--- src/rtl/frame_draw_scheduler_pkg.sv ---
// Shared constants and types for the frame draw scheduler.
package frame_draw_scheduler_pkg;

  localparam int unsigned ADDR_W   = 15;
  localparam int unsigned DATA_W   = 24;
  localparam int unsigned FB_WORDS = 19200;

  localparam logic [DATA_W-1:0] CLEAR_COLOR = 24'h000000;
  localparam logic [ADDR_W-1:0] FB_WORDS_A  = ADDR_W'(FB_WORDS);

  typedef enum logic [1:0] {
    StIdle  = 2'd0,
    StClear = 2'd1,
    StDraw  = 2'd2,
    StSwap  = 2'd3
  } fds_state_e;

  // True when a word address lies inside the visible frame buffer.
  function automatic logic addr_in_range(input logic [ADDR_W-1:0] addr);
    return addr < FB_WORDS_A;
  endfunction

endpackage

--- src/rtl/frame_draw_scheduler_rr_arbiter.sv ---
// Combinational round-robin picker: first eligible index at or after the pointer.
module frame_draw_scheduler_rr_arbiter #(
  parameter int unsigned  N_REQ = 4,
  localparam int unsigned PtrW  = (N_REQ > 1) ? $clog2(N_REQ) : 1
) (
  input  logic [N_REQ-1:0] eligible_i,
  input  logic [PtrW-1:0]  pointer_i,
  output logic [N_REQ-1:0] winner_o,
  output logic             valid_o
);

  // Scan from the pointer, wrapping, and keep only the first hit.
  always_comb begin
    logic [PtrW-1:0] idx;
    winner_o = '0;
    valid_o  = 1'b0;
    idx      = '0;
    for (int unsigned k = 0; k < N_REQ; k++) begin
      idx = PtrW'((32'(pointer_i) + k) % N_REQ);
      if (!valid_o && eligible_i[idx]) begin
        winner_o[idx] = 1'b1;
        valid_o       = 1'b1;
      end
    end
  end

endmodule

--- src/rtl/frame_draw_scheduler.sv ---
// Frame sequencer: optional back-buffer clear, round-robin pixel writes, then buffer swap.
module frame_draw_scheduler
  import frame_draw_scheduler_pkg::*;
#(
  parameter int unsigned N_REQ = 4
) (
  input  logic                    clk,
  input  logic                    rst,
  input  logic                    frame_go,
  input  logic                    clear_en,
  input  logic [N_REQ-1:0]        req,
  input  logic [N_REQ*ADDR_W-1:0] req_addr,
  input  logic [N_REQ*DATA_W-1:0] req_data,
  input  logic [N_REQ-1:0]        req_done,
  input  logic                    swap_ack,
  output logic                    draw_start,
  output logic [N_REQ-1:0]        grant,
  output logic                    wr_en,
  output logic [ADDR_W-1:0]       wr_addr,
  output logic [DATA_W-1:0]       wr_data,
  output logic                    buf_swap,
  output logic                    busy,
  output logic                    frame_done,
  output logic                    oob_drop
);

  localparam int unsigned PtrW = (N_REQ > 1) ? $clog2(N_REQ) : 1;

  fds_state_e        state_q, state_d;
  logic [PtrW-1:0]   ptr_q, ptr_d;
  logic [N_REQ-1:0]  mask_q, mask_d;
  logic [ADDR_W-1:0] clr_cnt_q, clr_cnt_d;

  logic              draw_start_q, draw_start_d;
  logic [N_REQ-1:0]  grant_q, grant_d;
  logic              wr_en_q, wr_en_d;
  logic [ADDR_W-1:0] wr_addr_q, wr_addr_d;
  logic [DATA_W-1:0] wr_data_q, wr_data_d;
  logic              buf_swap_q, buf_swap_d;
  logic              busy_q, busy_d;
  logic              frame_done_q, frame_done_d;
  logic              oob_drop_q, oob_drop_d;

  logic [N_REQ-1:0]  eligible;
  logic [N_REQ-1:0]  winner;
  logic              win_valid;
  logic [PtrW-1:0]   win_idx;
  logic [ADDR_W-1:0] win_addr;
  logic [DATA_W-1:0] win_data;

  // The requester currently shown a grant still holds the data just written.
  assign eligible = req & ~mask_q & ~grant_q;

  frame_draw_scheduler_rr_arbiter #(
    .N_REQ (N_REQ)
  ) u_arb (
    .eligible_i (eligible),
    .pointer_i  (ptr_q),
    .winner_o   (winner),
    .valid_o    (win_valid)
  );

  // Encode the one-hot winner and select its address and data.
  always_comb begin
    win_idx  = '0;
    win_addr = '0;
    win_data = '0;
    for (int unsigned i = 0; i < N_REQ; i++) begin
      if (winner[i]) begin
        win_idx  = PtrW'(i);
        win_addr = req_addr[i*ADDR_W +: ADDR_W];
        win_data = req_data[i*DATA_W +: DATA_W];
      end
    end
  end

  // Next-state and registered-output computation.
  always_comb begin
    state_d      = state_q;
    ptr_d        = ptr_q;
    mask_d       = mask_q;
    clr_cnt_d    = clr_cnt_q;
    draw_start_d = 1'b0;
    grant_d      = '0;
    wr_en_d      = 1'b0;
    wr_addr_d    = wr_addr_q;
    wr_data_d    = wr_data_q;
    buf_swap_d   = 1'b0;
    frame_done_d = 1'b0;
    oob_drop_d   = 1'b0;

    unique case (state_q)
      StIdle: begin
        if (frame_go) begin
          mask_d = '0;
          if (clear_en) begin
            // First clear write leaves on the same edge the frame is accepted.
            state_d   = StClear;
            wr_en_d   = 1'b1;
            wr_addr_d = '0;
            wr_data_d = CLEAR_COLOR;
            clr_cnt_d = ADDR_W'(1);
          end else begin
            state_d      = StDraw;
            draw_start_d = 1'b1;
          end
        end
      end
      StClear: begin
        if (clr_cnt_q != FB_WORDS_A) begin
          wr_en_d   = 1'b1;
          wr_addr_d = clr_cnt_q;
          wr_data_d = CLEAR_COLOR;
          clr_cnt_d = clr_cnt_q + ADDR_W'(1);
        end else begin
          state_d      = StDraw;
          draw_start_d = 1'b1;
          clr_cnt_d    = '0;
        end
      end
      StDraw: begin
        // Eligibility uses the old mask so a request paired with its done is still served.
        mask_d = mask_q | req_done;
        if (win_valid) begin
          grant_d    = winner;
          wr_addr_d  = win_addr;
          wr_data_d  = win_data;
          wr_en_d    = addr_in_range(win_addr);
          oob_drop_d = !addr_in_range(win_addr);
          ptr_d      = (win_idx == PtrW'(N_REQ - 1)) ? '0 : win_idx + PtrW'(1);
        end else if ((&mask_q) && (grant_q == '0)) begin
          state_d    = StSwap;
          buf_swap_d = 1'b1;
        end
      end
      StSwap: begin
        if (swap_ack) begin
          state_d      = StIdle;
          frame_done_d = 1'b1;
        end else begin
          buf_swap_d = 1'b1;
        end
      end
      default: state_d = StIdle;
    endcase

    busy_d = (state_d != StIdle);
  end

  // State and output registers with synchronous reset.
  always_ff @(posedge clk) begin
    if (rst) begin
      state_q      <= StIdle;
      ptr_q        <= '0;
      mask_q       <= '0;
      clr_cnt_q    <= '0;
      draw_start_q <= 1'b0;
      grant_q      <= '0;
      wr_en_q      <= 1'b0;
      wr_addr_q    <= '0;
      wr_data_q    <= '0;
      buf_swap_q   <= 1'b0;
      busy_q       <= 1'b0;
      frame_done_q <= 1'b0;
      oob_drop_q   <= 1'b0;
    end else begin
      state_q      <= state_d;
      ptr_q        <= ptr_d;
      mask_q       <= mask_d;
      clr_cnt_q    <= clr_cnt_d;
      draw_start_q <= draw_start_d;
      grant_q      <= grant_d;
      wr_en_q      <= wr_en_d;
      wr_addr_q    <= wr_addr_d;
      wr_data_q    <= wr_data_d;
      buf_swap_q   <= buf_swap_d;
      busy_q       <= busy_d;
      frame_done_q <= frame_done_d;
      oob_drop_q   <= oob_drop_d;
    end
  end

  assign draw_start = draw_start_q;
  assign grant      = grant_q;
  assign wr_en      = wr_en_q;
  assign wr_addr    = wr_addr_q;
  assign wr_data    = wr_data_q;
  assign buf_swap   = buf_swap_q;
  assign busy       = busy_q;
  assign frame_done = frame_done_q;
  assign oob_drop   = oob_drop_q;

endmodule
--- config.mk ---
export PLATFORM = sky130hd
export DESIGN_NAME = frame_draw_scheduler
export DESIGN_NICKNAME = d
export VERILOG_FILES = /design/src/rtl/frame_draw_scheduler_pkg.sv /design/src/rtl/frame_draw_scheduler_rr_arbiter.sv /design/src/rtl/frame_draw_scheduler.sv
export SDC_FILE = /design/constraint.sdc
export NUM_CORES = 1
export LEC_CHECK = 0
export CAP_MARGIN = 20
export CORE_ASPECT_RATIO = 0.9
export CORE_UTILIZATION = 30
export CTS_CLUSTER_SIZE = 16
export DETAILED_ROUTE_END_ITERATION = 12
export PLACE_DENSITY = 0.71
export SETUP_SLACK_MARGIN = 0.05
export SYNTH_ARGS = -nofsm -noshare
export SYNTH_HDL_FRONTEND = slang
export SYNTH_SLANG_ARGS = --single-unit
--- constraint.sdc ---
create_clock -name clk -period 5.36 [get_ports clk]
set_input_delay 0.536 -clock clk [delete_from_list [all_inputs] [get_ports clk]]
set_output_delay 0.536 -clock clk [all_outputs]
set_load 0.05 [all_outputs]
==> results.toml, run 1 <==
[placement]
dpl.cell_count = 975
io_buffers = 217
dp_hpwl_mm = 12.81
place_area_sq_um = 6862
place.gp.congestion = 0.8134

[layout]
final-instance-count-excl-fill = 992
drive_above_1_share_pct = 6.171
syn_to_final_growth_pct = 58.04
insertedDiodeCount = 0
nets = 971
design_area_sq_um = 7182

[power_and_ir_drop]
p_int_mw = 1.434
pwr-share-comb_pct = 50.1
p_leak_nw = 2.497
ir_worst_vdd_v = 0.0001652
p_sw_uw = 998.5
finalPower_mw = 2.432
seqPwrFrac_pct = 24.4
cellPowerDensity_nw_per_um2 = 338.7
swShare_pct = 41.05
p_clk_share_pct = 25.5

[clock_tree]
cts.clk_slew.worst_paths_ns = 0.06
cts_buffer_depth = 2
htree_num_levels = 3
cts_tree = "yes"
cts_setup_buffers = 0
numCtsBuffers = 9
cts.repair.resized = 0
clkSinkCount = 72
cts_hold_repair.buffers = 0
clock_latency_ns = 0.34
cts-root-buf = "clkbuf_16"

[worst_setup_path]
worstPathCellList = "inv_1 -> ha_1 -> mux4_2 -> o211ai_1 -> nand4_2 -> a22oi_2 -> buf_4 -> nor2b_1 -> o41ai_1 -> nand2_1 -> a32o_1 -> a2111oi_2"
cp-end-kind = "flip-flop"
critical-path-max-stage-delay_ns = 0.62
cp_top_family = "compound AO/OA/AOI/OAI gates"
crit_arrival_ns = 4.32
cp_data_required_time_ns = 5.59
slowest_stage = "dfxtp_1"
start_kind = "flip-flop"
crit_fanout = 34
critical_path_buf_inv_count = 2
critPathKind = "flip-flop to flip-flop"

[route]
viasPerCell = 5.234
first_pass_iters = 5
drc = 0
wirelength_mm = 16.56
ant_nets = 0
drtIter0Drc = 275
vias = 5192
post_drt_wl_per_cell_microns = 16.70

[synth]
synth_top_flop_cell = "dfxtp_1"
syn_nets = 779
ys_async_sr_fraction_pct = 0
ys_ff_latch = 72
synth_area_per_cell_sq_um = 7.612
seq_area_frac_synth_pct = 31.72
synth_cell_types = 60
synth_area_sq_um = 4544
synth_cells = 597
synth_edf_count = 0
yosys_warnings = 0

[die]
initial_core_util_pct = 30.77
die_h_microns = 118.8
core_area_sq_um = 14770
ios = 218
fp.dieW_microns = 131.7
dieArea_sq_um = 15640
rows = 42

[timing]
final-setup-viol-count = 0
worstMarginPinSlew_ns = 0.8824
max_clock_freq_mhz = 244.7
maxSlewViolCount = 0
maxSlewHeadroom_pct = 41.03
fin_crit_ns = 4.086
hold_slack_ns = 0.4456
timing.final.hold_violations = 0
fin_crit_sh_pct = 76.23
rsz0062_at_grt = "no"
finalClockSkew_ns = 0.006448
tns_ns = 0

[global_routing]
grt.busiest_layer = "met2"
use_met2_pct = 36.57
global_route.overflow_total = 0
use_met3_pct = 5.792
grt_pass1_vias = 4976
grtUsageTotal_pct = 21.27
gr-usage-met1_pct = 26.01
grt_antenna_before_repair = 0
grt_max_degree = 41
grt_pass1_wl_mm = 26.07

[run_status]
status = "finished, final reports clean"

[job]
cap_violations = 0

[min_path]
hold_path.class = "flip-flop to flip-flop"
## power groups by stage
stage               logic [mW]  registers (mW)  clock network, mW
global placement          1.21           0.604                  0
global route              1.34           0.597              0.659
finish                    1.22           0.594              0.621
floorplan                0.767           0.665                  0
CTS                       1.22           0.593              0.630
detailed placement        1.22           0.605                  0
## layout by cell type (no fill, tap or decap), types with 7 or more instances in the layout
cell type	count
xor2_1	10
nor3_1	11
a31oi_1	11
clkbuf_16	9
nand4_1	10
o31ai_1	8
clkdlybuf4s50_1	217
ha_1	13
dfxtp_1	72
nand3_1	24
nand2b_1	7
buf_4	9
o22ai_1	8
a21oi_1	51
inv_1	12
nand2_1	76
o21ai_0	8
o21ai_1	25
nor2_1	56
a211oi_1	35
a22oi_1	25
## synthesized netlist by cell type, types with 10 or more instances
cell type | count | area share, %
clkbuf_1 | 30 | 2.5
nand4_1 | 10 | 1.4
nand3_1 | 24 | 2.6
nor3_1 | 11 | 1.2
a21oi_1 | 51 | 5.6
a211oi_1 | 35 | 5.8
dfxtp_1 | 72 | 32
buf_2 | 11 | 1.2
a31oi_1 | 11 | 1.5
inv_1 | 12 | 0.99
ha_1 | 13 | 3.6
xor2_1 | 10 | 1.9
a22oi_1 | 25 | 4.1
nor2_1 | 57 | 4.7
o21ai_1 | 25 | 2.8
nand2_1 | 76 | 6.3
## per-layer routing
layer / part of all wire (%) / wire (microns)
met2: 49 / 8101
met5: 0 / 0
met3: 7.5 / 1241
met1: 42 / 6976
met4: 1.5 / 244
## worst reg2reg max path: cells and delay by family, from the launching register on
| family | cells | cell delay [ns] |
|---|---|---|
| buf+inv | 2 | 0.64 |
| simple gates | 3 | 0.41 |
| fa+ha+maj | 1 | 0.51 |
| mux | 1 | 0.62 |
| flops | 1 | 0.62 |
| compound gates | 5 | 1.19 |
## cell type report
| class | count | area (sq um) |
|---|---|---|
| multi-input cells | 467 | 2888 |
| clock inverters | 6 | 66.31 |
| repair buffers | 227 | 2255 |
| inverters | 12 | 45.04 |
| flip-flops and latches | 72 | 1441 |
| clock buffers | 10 | 239.0 |
| fillers | 1445 | 7585 |
| well taps | 198 | 247.7 |
## logic make-up (layout without fill, tap and decap cells)
group	Yosys count	in the layout	synth area share (%)
AOI/OAI and AO/OA	205	205	30.48
xor gates and xnor gates	11	11	2.120
adders and majority gates	13	13	3.579
buffers and inverters	58	255	5.259
DFF	72	72	31.72
muxes	4	4	1.432
and+or+nand+nor	234	234	25.41
## flip-flops by register name (all words and copies together) (netlist names)
register / count
ptr_q: 2
busy: 1
draw_start: 1
wr_en: 1
oob_drop: 1
wr_addr: 15
buf_swap: 1
grant: 4
state_q: 2
frame_done: 1
wr_data: 24
clr_cnt_q: 15
mask_q: 4
## through the flow
| step | worst slack [ns] | utilization, % |
|---|---|---|
| 2_1_floorplan | 1.628 | - |
| 3_3_place_gp | 1.243 | 46.47 |
| 3_5_place_dp | 1.206 | 46.47 |
| 4_1_cts | 1.245 | 48.53 |
| 5_1_grt | 0.9155 | 48.64 |
| 6_report | 1.274 | 48.64 |
## worst paths after layout
kind / from / to / slack, ns / depth (start not counted)
setup / recovery: ptr_q[0] / wr_en / 1.27 / 12
hold / removal: wr_data[0] / wr_data[0] / 0.45 / 2
setup reg to reg: ptr_q[0] / wr_en / 1.27 / 12
hold reg to reg: wr_data[0] / wr_data[0] / 0.45 / 2
No activity file was read; power rests on OpenSTA's default activity.
==> run 2, diff against run 1 <==
- clock period: 5.36 -> 4.04 ns (I/O delays scaled with it)
==> run 2 against run 1 <==
Sequential power grew 31%. Clock-buffer cell count up 1. Non-clock buffer count increased by 10. First-iteration DRC count fell by 15%. Flip-flop and latch count stayed put. Routed wire length up 0.75%. Combinational power up 39%. Final cell count rose by 1.1%. Largest cell class unchanged.
==> results.toml, run 2 (synthesis results as in run 1) <==
[timing]
fin_crit_sh_pct = 89.90
max_clock_freq_mhz = 275.3
final-setup-viol-count = 0
rsz0062_at_grt = "no"
fin_crit_ns = 3.632
maxSlewViolCount = 0
finalClockSkew_ns = 0.007967
maxSlewHeadroom_pct = 58.69
timing.final.hold_violations = 0
tns_ns = 0
hold_slack_ns = 0.4459
worstMarginPinSlew_ns = 0.6196

[die]
dieArea_sq_um = 15640
core_area_sq_um = 14770
die_h_microns = 118.8
initial_core_util_pct = 30.77
rows = 42
ios = 218
fp.dieW_microns = 131.7

[clock_tree]
clock_latency_ns = 0.35
cts.clk_slew.worst_paths_ns = 0.06
cts.repair.resized = 0
cts_buffer_depth = 2
numCtsBuffers = 9
cts_tree = "yes"
cts_hold_repair.buffers = 0
htree_num_levels = 3
clkSinkCount = 72
cts-root-buf = "clkbuf_16"
cts_setup_buffers = 0

[route]
drtIter0Drc = 234
post_drt_wl_per_cell_microns = 16.64
wirelength_mm = 16.69
viasPerCell = 5.194
first_pass_iters = 5
drc = 0
vias = 5210
ant_nets = 0

[worst_setup_path]
critical_path_buf_inv_count = 1
crit_fanout = 16
critPathKind = "input port to flip-flop"
cp-end-kind = "flip-flop"
critical-path-max-stage-delay_ns = 0.60
cp_data_required_time_ns = 4.28
crit_arrival_ns = 3.88
slowest_stage = "mux4_2"
worstPathCellList = "clkdlybuf4s50_1 -> or3b_2 -> mux4_2 -> nand4_2 -> a221o_2 -> nor4b_1 -> o41ai_1 -> nand2_1 -> a32o_1 -> a2111oi_2"
start_kind = "input port"
cp_top_family = "compound AO/OA/AOI/OAI gates"

[layout]
design_area_sq_um = 7257
syn_to_final_growth_pct = 59.69
final_cell_mix = "clkdlybuf4s50_1 (217), nand2_1 (76), dfxtp_1 (72), nor2_1 (56), a21oi_1 (51)"
nets = 981
drive_above_1_share_pct = 7.214
final-instance-count-excl-fill = 1003
nFillCells = 1428
multi_input_area_sq_um = 2888
largest_reg_flops = 24
final_common_cell = "clkdlybuf4s50_1"
regArea_sq_um = 1441

[min_path]
hold_path.class = "flip-flop to flip-flop"

[power_and_ir_drop]
p_leak_nw = 2.549
ir_worst_vdd_v = 0.0002126
cellPowerDensity_nw_per_um2 = 446.4

[placement]
place.gp.congestion = 0.9224
place_area_sq_um = 6962
io_buffers = 217
dp_hpwl_mm = 13.17
dpl.cell_count = 985

[global_routing]
global_route.overflow_total = 0
grt_pass1_vias = 5157
grtUsageTotal_pct = 21.92
grt_antenna_before_repair = 1
grt_pass1_wl_mm = 26.75
grt_max_degree = 66

[run_status]
status = "finished, final reports clean"

[job]
cap_violations = 0
## run 2: path summary, 6_finish.rpt
check	startpoint	to	slack, ns	depth (start not counted)
setup reg to reg	ptr_q[1]	wr_en	0.45	11
hold reg to reg	wr_data[3]	wr_data[3]	0.45	2
hold / removal	wr_data[3]	wr_data[3]	0.45	2
setup / recovery	req[0]	wr_en	0.41	10
## run 2: worst reg2reg max path, stage by stage, from the launching register on
cell and delay (ns):
dfxtp_1 0.33, buf_4 0.18, or4b_2 0.64, a21oi_1 0.30
o211ai_1 0.15, nand4_2 0.15, a221o_2 0.37, nor4b_1 0.11
o41ai_1 0.56, nand2_1 0.15, a32o_1 0.24, a2111oi_2 0.32
## run 2: where the power goes
| part | switching (mW) | total (mW) | internal, mW |
|---|---|---|---|
| registers | 0.0300 | 0.778 | 0.748 |
| logic | 0.969 | 1.69 | 0.721 |
| clock network | 0.335 | 0.772 | 0.437 |
## run 2: cell type report
cell class              instances  area share (%)
diodes                          1         0.03448
clock buffers                  11           3.345
clock inverters                 5          0.5345
inverters                      12          0.6207
multi-input cells             467           39.79
flip-flops and latches         72           19.86
well taps                     198           3.414
repair buffers                237           32.40
## run 2: layer usage
layer  part of all wire [%]  global-route usage, %
met1                     42                  25.65
met2                     48                  37.43
met3                    8.1                  7.894
met4                    2.1                  6.177
met5                      0                      0
## run 2: through the flow
stage                     power [mW]  worst slack (ns)  util (%)
final                          3.239            0.4081     49.14
after CTS                      3.255            0.4381     49.05
after global placement         2.477            0.1384     47.14
after detailed placement       2.478           0.07123     47.14
after floorplan                1.900            0.3084         -
after global routing           3.459            0.2091     49.14
